File: config.mk
export PLATFORM = sky130hd
export DESIGN_NAME = paddle_array_ctrl
export DESIGN_NICKNAME = d
export VERILOG_FILES = /design/src/rtl/pong_pkg.sv /design/src/rtl/paddle_axis.sv /design/src/rtl/paddle_array_ctrl.sv
export SDC_FILE = /design/constraint.sdc
export NUM_CORES = 1
export LEC_CHECK = 0
export CAP_MARGIN = 20
export CORE_MARGIN = 1
export CORE_UTILIZATION = 37
export DETAILED_ROUTE_END_ITERATION = 6
export PLACE_DENSITY = 0.62
export SYNTH_ARGS = -nofsm -noshare
export SYNTH_HDL_FRONTEND = slang
export SYNTH_SLANG_ARGS = --single-unit
export TNS_END_PERCENT = 1
File: constraint.sdc
create_clock -name clock -period 3.1 [get_ports clock]
set_input_delay 0.62 -clock clock [delete_from_list [all_inputs] [get_ports clock]]
set_output_delay 0.62 -clock clock [all_outputs]
set_load 0.02 [all_outputs]
File: src/rtl/pong_pkg.sv
// Shared types and helpers for the paddle/game-state controller.
// Optional macro PADDLE_ACCEL_EN enables per-frame paddle acceleration.
package pong_pkg;

  typedef enum logic [1:0] {
    WAIT_READY = 2'b00,
    COUNTDOWN  = 2'b01,
    PLAY       = 2'b10,
    PAUSED     = 2'b11
  } game_state_t;

  typedef logic [9:0] coord_t;

`ifdef PADDLE_ACCEL_EN
  localparam bit ACCEL_EN = 1'b1;
`else
  localparam bit ACCEL_EN = 1'b0;
`endif

  function automatic coord_t centre_y(input int screen_h, input int paddle_h);
    return coord_t'((screen_h - paddle_h) / 2);
  endfunction

endpackage

File: src/rtl/paddle_axis.sv
// One paddle's vertical position and step register.
// The step grows toward STEP_CEIL while a direction stays held; a ceiling equal to BASE_STEP disables acceleration.
module paddle_axis
  import pong_pkg::*;
#(
  parameter int SCREEN_H  = 480,
  parameter int PADDLE_H  = 64,
  parameter int BASE_STEP = 4,
  parameter int STEP_CEIL = 12
) (
  input  logic   clock,
  input  logic   reset_n,
  input  logic   en_tick,
  input  logic   in_play,
  input  logic   up,
  input  logic   down,
  input  logic   recentre,
  output coord_t y
);

  localparam coord_t Y_MAX = coord_t'(SCREEN_H - PADDLE_H);
  localparam coord_t Y_CTR = centre_y(SCREEN_H, PADDLE_H);
  localparam coord_t STEP0 = coord_t'(BASE_STEP);
  localparam coord_t CEIL  = coord_t'(STEP_CEIL);

  coord_t step, step_next, move_step, y_next;
  logic   last_up, last_down, last_up_next, last_down_next;
  logic   only_up, only_down;
  logic signed [10:0] y_up, y_dn;

  assign only_up   = up && !down;
  assign only_down = down && !up;

  // A fresh direction always starts from the base step, whatever was accumulated.
  assign move_step = ((only_up && !last_up) || (only_down && !last_down)) ? STEP0 : step;
  assign y_up      = $signed({1'b0, y}) - $signed({1'b0, move_step});
  assign y_dn      = $signed({1'b0, y}) + $signed({1'b0, move_step});

  always_comb begin
    y_next         = y;
    step_next      = step;
    last_up_next   = last_up;
    last_down_next = last_down;
    if (recentre || !in_play) begin
      if (recentre) y_next = Y_CTR;
      step_next      = STEP0;
      last_up_next   = 1'b0;
      last_down_next = 1'b0;
    end else if (en_tick) begin
      last_up_next   = only_up;
      last_down_next = only_down;
      if (only_up || only_down) begin
        step_next = (move_step >= CEIL) ? CEIL : move_step + coord_t'(1);
        if (only_up)
          y_next = (y_up < 11'sd0) ? coord_t'(0) : y_up[9:0];
        else
          y_next = (y_dn > $signed({1'b0, Y_MAX})) ? Y_MAX : y_dn[9:0];
      end else begin
        step_next = STEP0;
      end
    end
  end

  always_ff @(posedge clock or negedge reset_n) begin
    if (!reset_n) begin
      y         <= Y_CTR;
      step      <= STEP0;
      last_up   <= 1'b0;
      last_down <= 1'b0;
    end else begin
      y         <= y_next;
      step      <= step_next;
      last_up   <= last_up_next;
      last_down <= last_down_next;
    end
  end

endmodule

File: src/rtl/paddle_array_ctrl.sv
// Paddle array and ready/countdown/play/pause controller for multi-player Pong.
// Acceleration is enabled by defining PADDLE_ACCEL_EN (see pong_pkg).
module paddle_array_ctrl
  import pong_pkg::*;
#(
  parameter int NUM_PLAYERS      = 2,
  parameter int SCREEN_W         = 640,
  parameter int SCREEN_H         = 480,
  parameter int PADDLE_W         = 8,
  parameter int PADDLE_H         = 64,
  parameter int X_MARGIN         = 16,
  parameter int BASE_STEP        = 4,
  parameter int MAX_STEP         = 12,
  parameter int COUNTDOWN_FRAMES = 60
) (
  input  logic                      clock,
  input  logic                      reset_n,
  input  logic                      update_screen,
  input  logic [NUM_PLAYERS-1:0]    joystick_up,
  input  logic [NUM_PLAYERS-1:0]    joystick_down,
  input  logic [NUM_PLAYERS-1:0]    arcade_button_pressed,
  input  logic                      point_scored,
  output logic [10*NUM_PLAYERS-1:0] paddleX,
  output logic [10*NUM_PLAYERS-1:0] paddleY,
  output logic [1:0]                game_state,
  output logic [NUM_PLAYERS-1:0]    ready_mask,
  output logic [6:0]                countdown
);

  localparam int     PW        = (NUM_PLAYERS > 1) ? $clog2(NUM_PLAYERS) : 1;
  localparam int     STEP_CEIL = ACCEL_EN ? MAX_STEP : BASE_STEP;
  localparam logic [6:0] CD_RELOAD = 7'(COUNTDOWN_FRAMES);
  localparam coord_t X_LEFT    = coord_t'(X_MARGIN);
  localparam coord_t X_RIGHT   = coord_t'(SCREEN_W - X_MARGIN - PADDLE_W);

  game_state_t            state, state_next;
  logic [NUM_PLAYERS-1:0] btn_prev, edges, ready_next;
  logic [6:0]             cd_next;
  logic [PW-1:0]          pauser, pauser_next, first_edge;
  logic                   recentre;

  assign edges      = arcade_button_pressed & ~btn_prev;
  assign game_state = state;

  // Lowest-index player with a rising edge this cycle.
  always_comb begin
    first_edge = '0;
    for (int i = NUM_PLAYERS - 1; i >= 0; i--)
      if (edges[i]) first_edge = PW'(i);
  end

  always_comb begin
    state_next  = state;
    ready_next  = ready_mask;
    cd_next     = countdown;
    pauser_next = pauser;
    recentre    = 1'b0;
    case (state)
      WAIT_READY: begin
        ready_next = ready_mask | edges;
        if (&ready_next) begin
          state_next = COUNTDOWN;
          cd_next    = CD_RELOAD;
        end
      end
      COUNTDOWN: begin
        if (update_screen) begin
          cd_next = countdown - 7'd1;
          if (countdown <= 7'd1) state_next = PLAY;
        end
      end
      PLAY: begin
        if (point_scored) begin
          state_next = COUNTDOWN;
          cd_next    = CD_RELOAD;
          recentre   = 1'b1;
        end else if (|edges) begin
          state_next  = PAUSED;
          pauser_next = first_edge;
        end
      end
      PAUSED: begin
        if (edges[pauser]) begin
          state_next = COUNTDOWN;
          cd_next    = CD_RELOAD;
        end
      end
      default: state_next = WAIT_READY;
    endcase
  end

  always_ff @(posedge clock or negedge reset_n) begin
    if (!reset_n) begin
      state      <= WAIT_READY;
      ready_mask <= '0;
      countdown  <= CD_RELOAD;
      pauser     <= '0;
      btn_prev   <= '0;
    end else begin
      state      <= state_next;
      ready_mask <= ready_next;
      countdown  <= cd_next;
      pauser     <= pauser_next;
      btn_prev   <= arcade_button_pressed;
    end
  end

  for (genvar i = 0; i < NUM_PLAYERS; i++) begin : g_paddle
    assign paddleX[10*i +: 10] = (i % 2 == 0) ? X_LEFT : X_RIGHT;

    paddle_axis #(
      .SCREEN_H (SCREEN_H),
      .PADDLE_H (PADDLE_H),
      .BASE_STEP(BASE_STEP),
      .STEP_CEIL(STEP_CEIL)
    ) u_axis (
      .clock   (clock),
      .reset_n (reset_n),
      .en_tick (state == PLAY && update_screen),
      .in_play (state == PLAY),
      .up      (joystick_up[i]),
      .down    (joystick_down[i]),
      .recentre(recentre),
      .y       (paddleY[10*i +: 10])
    );
  end

endmodule

After elaboration in Yosys (flattened, before gate mapping)
Cells that the tools add are included.
Operators by class
  $add $sub $neg: 7
  $mul: 0
  div/mod/pow operators: 0
  $lt $le $gt $ge: 8
  equal/unequal tests: 10
  shift-type cells: 0
  mux-type cells: 49
  bitwise gates (word level): 4
  reduce and logical (&&, ||, !) cells: 34
Operators by type and width (count)
  2-to-1 mux 10 bit: 23
  2-to-1 mux 7 bit: 4
  one-hot mux 7 bit (4 select lines): 1
  adder 10 x 10 -> 11 bit: 2
  greater-than comparator 11 x 10 -> 1 bit, second input constant: 2
  < comparator 11 x 1 -> 1 bit, second input constant: 2
  subtractor 10 x 10 -> 11 bit: 2
  adder 10 x 1 -> 10 bit, second input constant: 2
  >= comparator 10 x 3 -> 1 bit, second input constant: 2
  2-to-1 mux 1 bit: 14
  2-to-1 mux 2 bit: 6
  != test 2 bit, second input constant: 5
  logical AND 1 bit: 9
  zero test 1 bit: 9
  AND reduction 3 bit: 3
  one-hot mux 2 bit (4 select lines): 1
  <= comparator 7 x 1 -> 1 bit, second input constant: 1
  subtractor 7 x 1 -> 7 bit, second input constant: 1
  nonzero test 2 bit: 3
  logical OR 1 bit: 5
  AND reduction 5 bit: 1
  == test 2 bit, second input constant: 2
  AND reduction 4 bit: 1
  != test 3 bit, second input constant: 1
  10 further kinds: 10
Word-level totals
  register bits: 58
  latch bits: 0
  RAM bits: 0
  bits in read-only memories: 0
  input port bits: 10
  word-level logic and storage cells: 125
  memories: 0

Depth between registers and ports, before layout
  word-level depth: 12
  mapped depth: 17

Cells and area by module
From an unflattened synthesis, not the netlist that was laid out.
Second synthesis, totals
  cell total of the unflattened synthesis: 635
  area total of the unflattened synthesis: 5474.0 sq um
By module, submodules not included
  paddle_axis (g_paddle[0].u_axis): times used 1, cells each 268, area an instance 2218.4 sq um
  paddle_axis (g_paddle[1].u_axis): times used 1, cells each 253, area an instance 2182.1 sq um
  paddle_array_ctrl: times used 1, cells each 114, area an instance 1073.5 sq um

Worst setup path after synthesis
Ideal clock, no wire load.
  path type: input-to-reg
  start: input port joystick_down[0]
  end: register g_paddle[0].u_axis.y[5]
  data arrival time: 3.842 ns
  required time: 2.978 ns
  path slack: -0.864 ns
  stages on the path: 17
  path through: inv_1 -> ha_1 -> buf_4 -> and2b_4 -> nor2_1 -> and2_1 -> ha_1 -> inv_1 -> fa_1 -> nand2b_1 -> a21oi_1 -> o21a_1 -> o211ai_1 -> a31o_2 -> a41oi_4 -> nand3_1 -> a32o_1
On the way
  longest elaborated chain between the ends: 12
Ends and longest elaborated chain
  start: declaration: RTL line paddle_array_ctrl.sv:20  | input logic [NUM_PLAYERS-1:0] joystick_down,
  zero test 1 bit: RTL line paddle_axis.sv:31  | assign only_up = up && !down;
  logical AND 1 bit: RTL line paddle_axis.sv:31
  logical AND 1 bit: RTL line paddle_axis.sv:35  | assign move_step = ((only_up && !last_up) || (only_down && !last_down)) ? STEP0 : step;
  logical OR 1 bit: RTL line paddle_axis.sv:35
  2-to-1 mux 10 bit: RTL line paddle_axis.sv:35
  adder 10 x 10 -> 11 bit / subtractor 10 x 10 -> 11 bit (equally long branches): RTL line paddle_axis.sv:37, paddle_axis.sv:36
  greater-than comparator 11 x 10 -> 1 bit / < comparator 11 x 1 -> 1 bit (equally long branches): RTL line paddle_axis.sv:57, paddle_axis.sv:55
  2-to-1 mux 10 bit (on tied branches): RTL line paddle_axis.sv:57, paddle_axis.sv:55
  2-to-1 mux 10 bit: RTL line paddle_axis.sv:54  | if (only_up)
  2-to-1 mux 10 bit: RTL line paddle_axis.sv:52  | if (only_up || only_down) begin
  2-to-1 mux 10 bit: RTL line paddle_axis.sv:49  | end else if (en_tick) begin
  2-to-1 mux 10 bit: RTL line paddle_axis.sv:44  | if (recentre || !in_play) begin
  end signal: assignment: RTL line paddle_axis.sv:71  | y <= y_next;
  end: declaration: RTL line paddle_axis.sv:18  | output coord_t y
Parallel ways exist; a longest one is shown, timed or not. The select of a mux whose other input is x is not followed.
A chain may end at the register's enable or synchronous reset.

Worst setup path in the final report
  start: input port joystick_down[1]
  end: register g_paddle[1].u_axis.y[3]
On the way
  longest elaborated chain between the ends: 12
Ends and longest elaborated chain (RTL line)
  zero test 1 bit: paddle_axis.sv:31
  logical AND 1 bit: paddle_axis.sv:31
  logical AND 1 bit: paddle_axis.sv:35
  logical OR 1 bit: paddle_axis.sv:35
  2-to-1 mux 10 bit: paddle_axis.sv:35
  adder 10 x 10 -> 11 bit / subtractor 10 x 10 -> 11 bit (equally long branches): paddle_axis.sv:37, paddle_axis.sv:36
  greater-than comparator 11 x 10 -> 1 bit / < comparator 11 x 1 -> 1 bit (equally long branches): paddle_axis.sv:57, paddle_axis.sv:55
  2-to-1 mux 10 bit (on tied branches): paddle_axis.sv:57, paddle_axis.sv:55
  2-to-1 mux 10 bit: paddle_axis.sv:54
  2-to-1 mux 10 bit: paddle_axis.sv:52
  2-to-1 mux 10 bit: paddle_axis.sv:49
  2-to-1 mux 10 bit: paddle_axis.sv:44
  end signal: assignment: paddle_axis.sv:71
  end: declaration: paddle_axis.sv:18
Parallel ways exist; a longest one is shown, timed or not. The select of a mux whose other input is x is not followed.

==> metrics.md <==
| Metric | Value |
|---|---|
| Area grow syn2layout | 46.0% |
| Startpoint types | input pin |
| Syn avg cell area | 8.54 sq um |
| Fmax | 0.292 GHz |
| Max Root-Sink Buffers | 2 |
| Max Cap Viol | 0 |
| Die area | 14,100 sq um |
| Core box area | 13,300 sq um |
| Critical Path Fanout Max | 6 |
| Number of synthesized flops with an enable pin | 0 |
| Layout cells sized above 1 | 34.4% |
| Gr usage total | 21.6% |
| Ant diodes | 0 |
| Outcome | finished with violations |
| WL met1 | 7120 microns |
| Multi-input logic area | 3640 sq um |
| FF-to-FF End | g_paddle[0].u_axis.y[5]$_DFFE_PN0P_ |
| Overflow after GRT | 0 |
| Setup Skew | 5.97 ps |
| Clock power frac | 21.8% |
| Area after DPL | 6620 sq um |
| Critical Path AT | 3640 ps |
| Initial DRC count | 298 |
| Headroom to the max-slew limit | 43.0% |
| Drt drc | 0 |
| Pwr dens | 610 nW/um^2 |
| Worst-path clk slew | 50 ps |
| Post-route ant nets | 0 |
| Reg2Reg Depth | 13 |
| # fillers | 1,167 |
| Starting Density | 38.0% |
| Largest net degree at the start of global routing | 59 |
| CTS buffer count | 9 |
| First-pass GRT wire length | 24,400 microns |
| Final Cell Area | 7380 sq um |
| Switching Power | 1820 uW |
| Top cell type's share of synthesized area | 22.8% |
| First-pass DRT Iterations | 4 |
| Finished Layout Cells | 955 |
| Avg WL per Cell | 16.0 microns |
| Seq pwr share | 24.0% |
| Count of pins over their slew limit | 0 |
| Commonest non-fill, non-tap cells in the layout | 148 x buf_4, 52 x nand2_1, 48 x inv_1 |
| Vias in the first global route | 4,888 |
| Fin crit share | 111% |
| Final setup margin | -329 ps |
| Worst Setup SP | joystick_down[1] |
| Crit. End Element | register |
| CP Class | in2reg |
| Leading area contributor after synthesis | dfrtp_1 |
| Sw frac | 40.4% |
| Post-synth ARST share | 100% |
| Nets | 842 |
| Commonest non-fill, non-tap cell in the layout | buf_4 |
| Mapped cell area | 5060 sq um |
| Distinct cells, synth | 76 |
| Die height | 119 microns |
| Worst R2R Start | g_paddle[0].u_axis.last_up$_DFFE_PN0P_ |
| DR WL met2 | 7210 microns |
| Syn Inst Count | 592 |
| # hold bufs at CTS | 0 |
| Clock sinks | 58 |
| CTS tree | done |
| Clock Root Buffer | clkbuf_16 |
| Latest clock arrival within the worst-skew pair | 330 ps |
| Global placement routability congestion | 0.878 |
| Total number of vias | 4,941 |
| Final setup fails | 20 |
| Area contributors post-synth | dfrtp_1 23%, ha_1 13%, dfstp_2 6.2% |
| Unrepaired setup endpoints after global routing | true |
| Combinational share of power | 54.3% |
| Post-synth top flop | dfrtp_1 |
| Port buffer count | 40 |
| Worst min-delay path class | in2async |
| Rows | 42 |
| Die W | 119 microns |
| P_leak | 0.00346 uW |
| Max H-tree Level | 3 |
| WHS | 449 ps |
| Setup TNS | -5050 ps |
| Worst-Margin Slew | 846 ps |
| Crit path capture | g_paddle[1].u_axis.y[3]$_DFFE_PN0P_ |
| Top layer in use | met4 |
| Fin. Hold Viols | 0 |
| Io pins | 61 |
| Sequential-to-total area share from yosys stat | 29.0% |
| DP HPWL | 11,300 microns |
| Int Pwr | 2690 uW |
| Placed instance count | 920 |
| Clock period minus worst slack | 3430 ps |
| Routed Wire Length | 15,200 microns |
| Met3 wire len | 694 microns |
| Post-DR vias/cell | 5.17 |
| Register area | 1470 sq um |
| Synthesis warning total | 0 |
| R2r setup slk | -150 ps |
| Req. time, crit path | 3310 ps |
| Failing checks | negative setup slack |
| Initial antenna violation count | 0 |
| Maximum vdd drop | 0.366 mV |
| Number of synthesized register bits | 58 |
==> critical path, stage by stage <==
cell and delay, ps:
buf_12 120, ha_4 150, and2b_2 220, or3_1 430, ha_4 200, a211oi_2 160, buf_4 160, nor3_1 60
o21ai_2 340, and2_4 260, a311oi_4 110, o31ai_4 370, nand3_2 170, a32o_1 260
==> flip-flops by register name (all words and copies together) (netlist names) <==
signal	cells
g_paddle.u_axis.y	20
g_paddle.u_axis.last_down	2
g_paddle.u_axis.last_up	2
ready_mask	2
pauser	1
g_paddle.u_axis.step	20
countdown	7
game_state	2
btn_prev	2
==> Yosys cell counts, types with 12 or more instances <==
cell type,number
o21ai_0,35
nand2_1,53
xnor2_1,17
a21oi_1,27
inv_1,55
ha_1,54
nor3_1,18
nand2b_1,12
and3_1,16
buf_4,22
dfrtp_1,46
dfstp_2,12
nor2_1,47
==> logic make-up (layout without fill, tap and decap cells) <==
kind of cell / count (synthesis) / after routing / share of synthesized area, %
adder cells (fa/ha/maj): 58 / 58 / 14.9
XOR/XNOR: 23 / 23 / 3.98
multiplexers: 6 / 6 / 1.19
other: 2 / 20 / 0.149
buffers and inverters: 93 / 262 / 8.76
AND/OR/NAND/NOR: 198 / 198 / 19.6
AO/OA/AOI/OAI: 154 / 154 / 22.3
flip-flops: 58 / 58 / 29.0
==> layout make-up <==
class                   instances  area share, %
clock inverters                 7          0.932
well taps                     176           2.98
inverters                      56           3.02
repair buffers                190           20.9
multi-input cells             459           49.3
clock buffers                   9           3.05
flip-flops and latches         58           19.9
==> timing repair <==
item,in CTS,in global routing
setup buffers,16,3
gates resized for setup,56,36
pin swaps,27,26
setup endpoints to repair,20,20
==> metrics by stage <==
stage | power [uW] | util [%] | setup WS (ps)
after floorplan | 2340 | - | -424
after global placement | 3230 | 49.8 | -1380
after detailed placement | 3270 | 49.8 | -1360
after CTS | 4400 | 54.0 | -294
after global routing | 4780 | 55.5 | -440
final | 4500 | 55.5 | -329
==> layer usage <==
| layer | GRT usage [%] | vias to the layer above |
|---|---|---|
| met3 | 3.40 | 18 |
| met2 | 36.5 | 119 |
| met5 | 0 | - |
| li1 | - | 2416 |
| met1 | 28.8 | 2388 |
| met4 | 5.30 | 0 |
==> power by group through the flow <==
stage / Combinational (uW) / Sequential (uW) / Clock [uW]
after CTS: 2320 / 1070 / 1000
after global routing: 2640 / 1100 / 1040
final: 2440 / 1080 / 980
after global placement: 2160 / 1070 / 0
after floorplan: 1160 / 1170 / 0
after detailed placement: 2190 / 1080 / 0
==> how the worst min path moves through the flow <==
stage | start | to | slack, ps | cells after the start
floorplan | reset_n | btn_prev[0]$_DFF_PN0_ | 320 | 0
global placement | g_paddle[1].u_axis.step[1]$_DFFE_PN0P_ | g_paddle[1].u_axis.step[1]$_DFFE_PN0P_ | 460 | 2
detailed placement | g_paddle[0].u_axis.step[1]$_DFFE_PN0P_ | g_paddle[0].u_axis.step[1]$_DFFE_PN0P_ | 470 | 2
CTS | reset_n | g_paddle[0].u_axis.y[8]$_DFFE_PN0P_ | 480 | 2
global route | ready_mask[1]$_DFFE_PN0P_ | ready_mask[1]$_DFFE_PN0P_ | 510 | 1
finish | reset_n | g_paddle[0].u_axis.y[1]$_DFFE_PN0P_ | 450 | 2
Note: power is estimated with default switching activity, not from simulation.
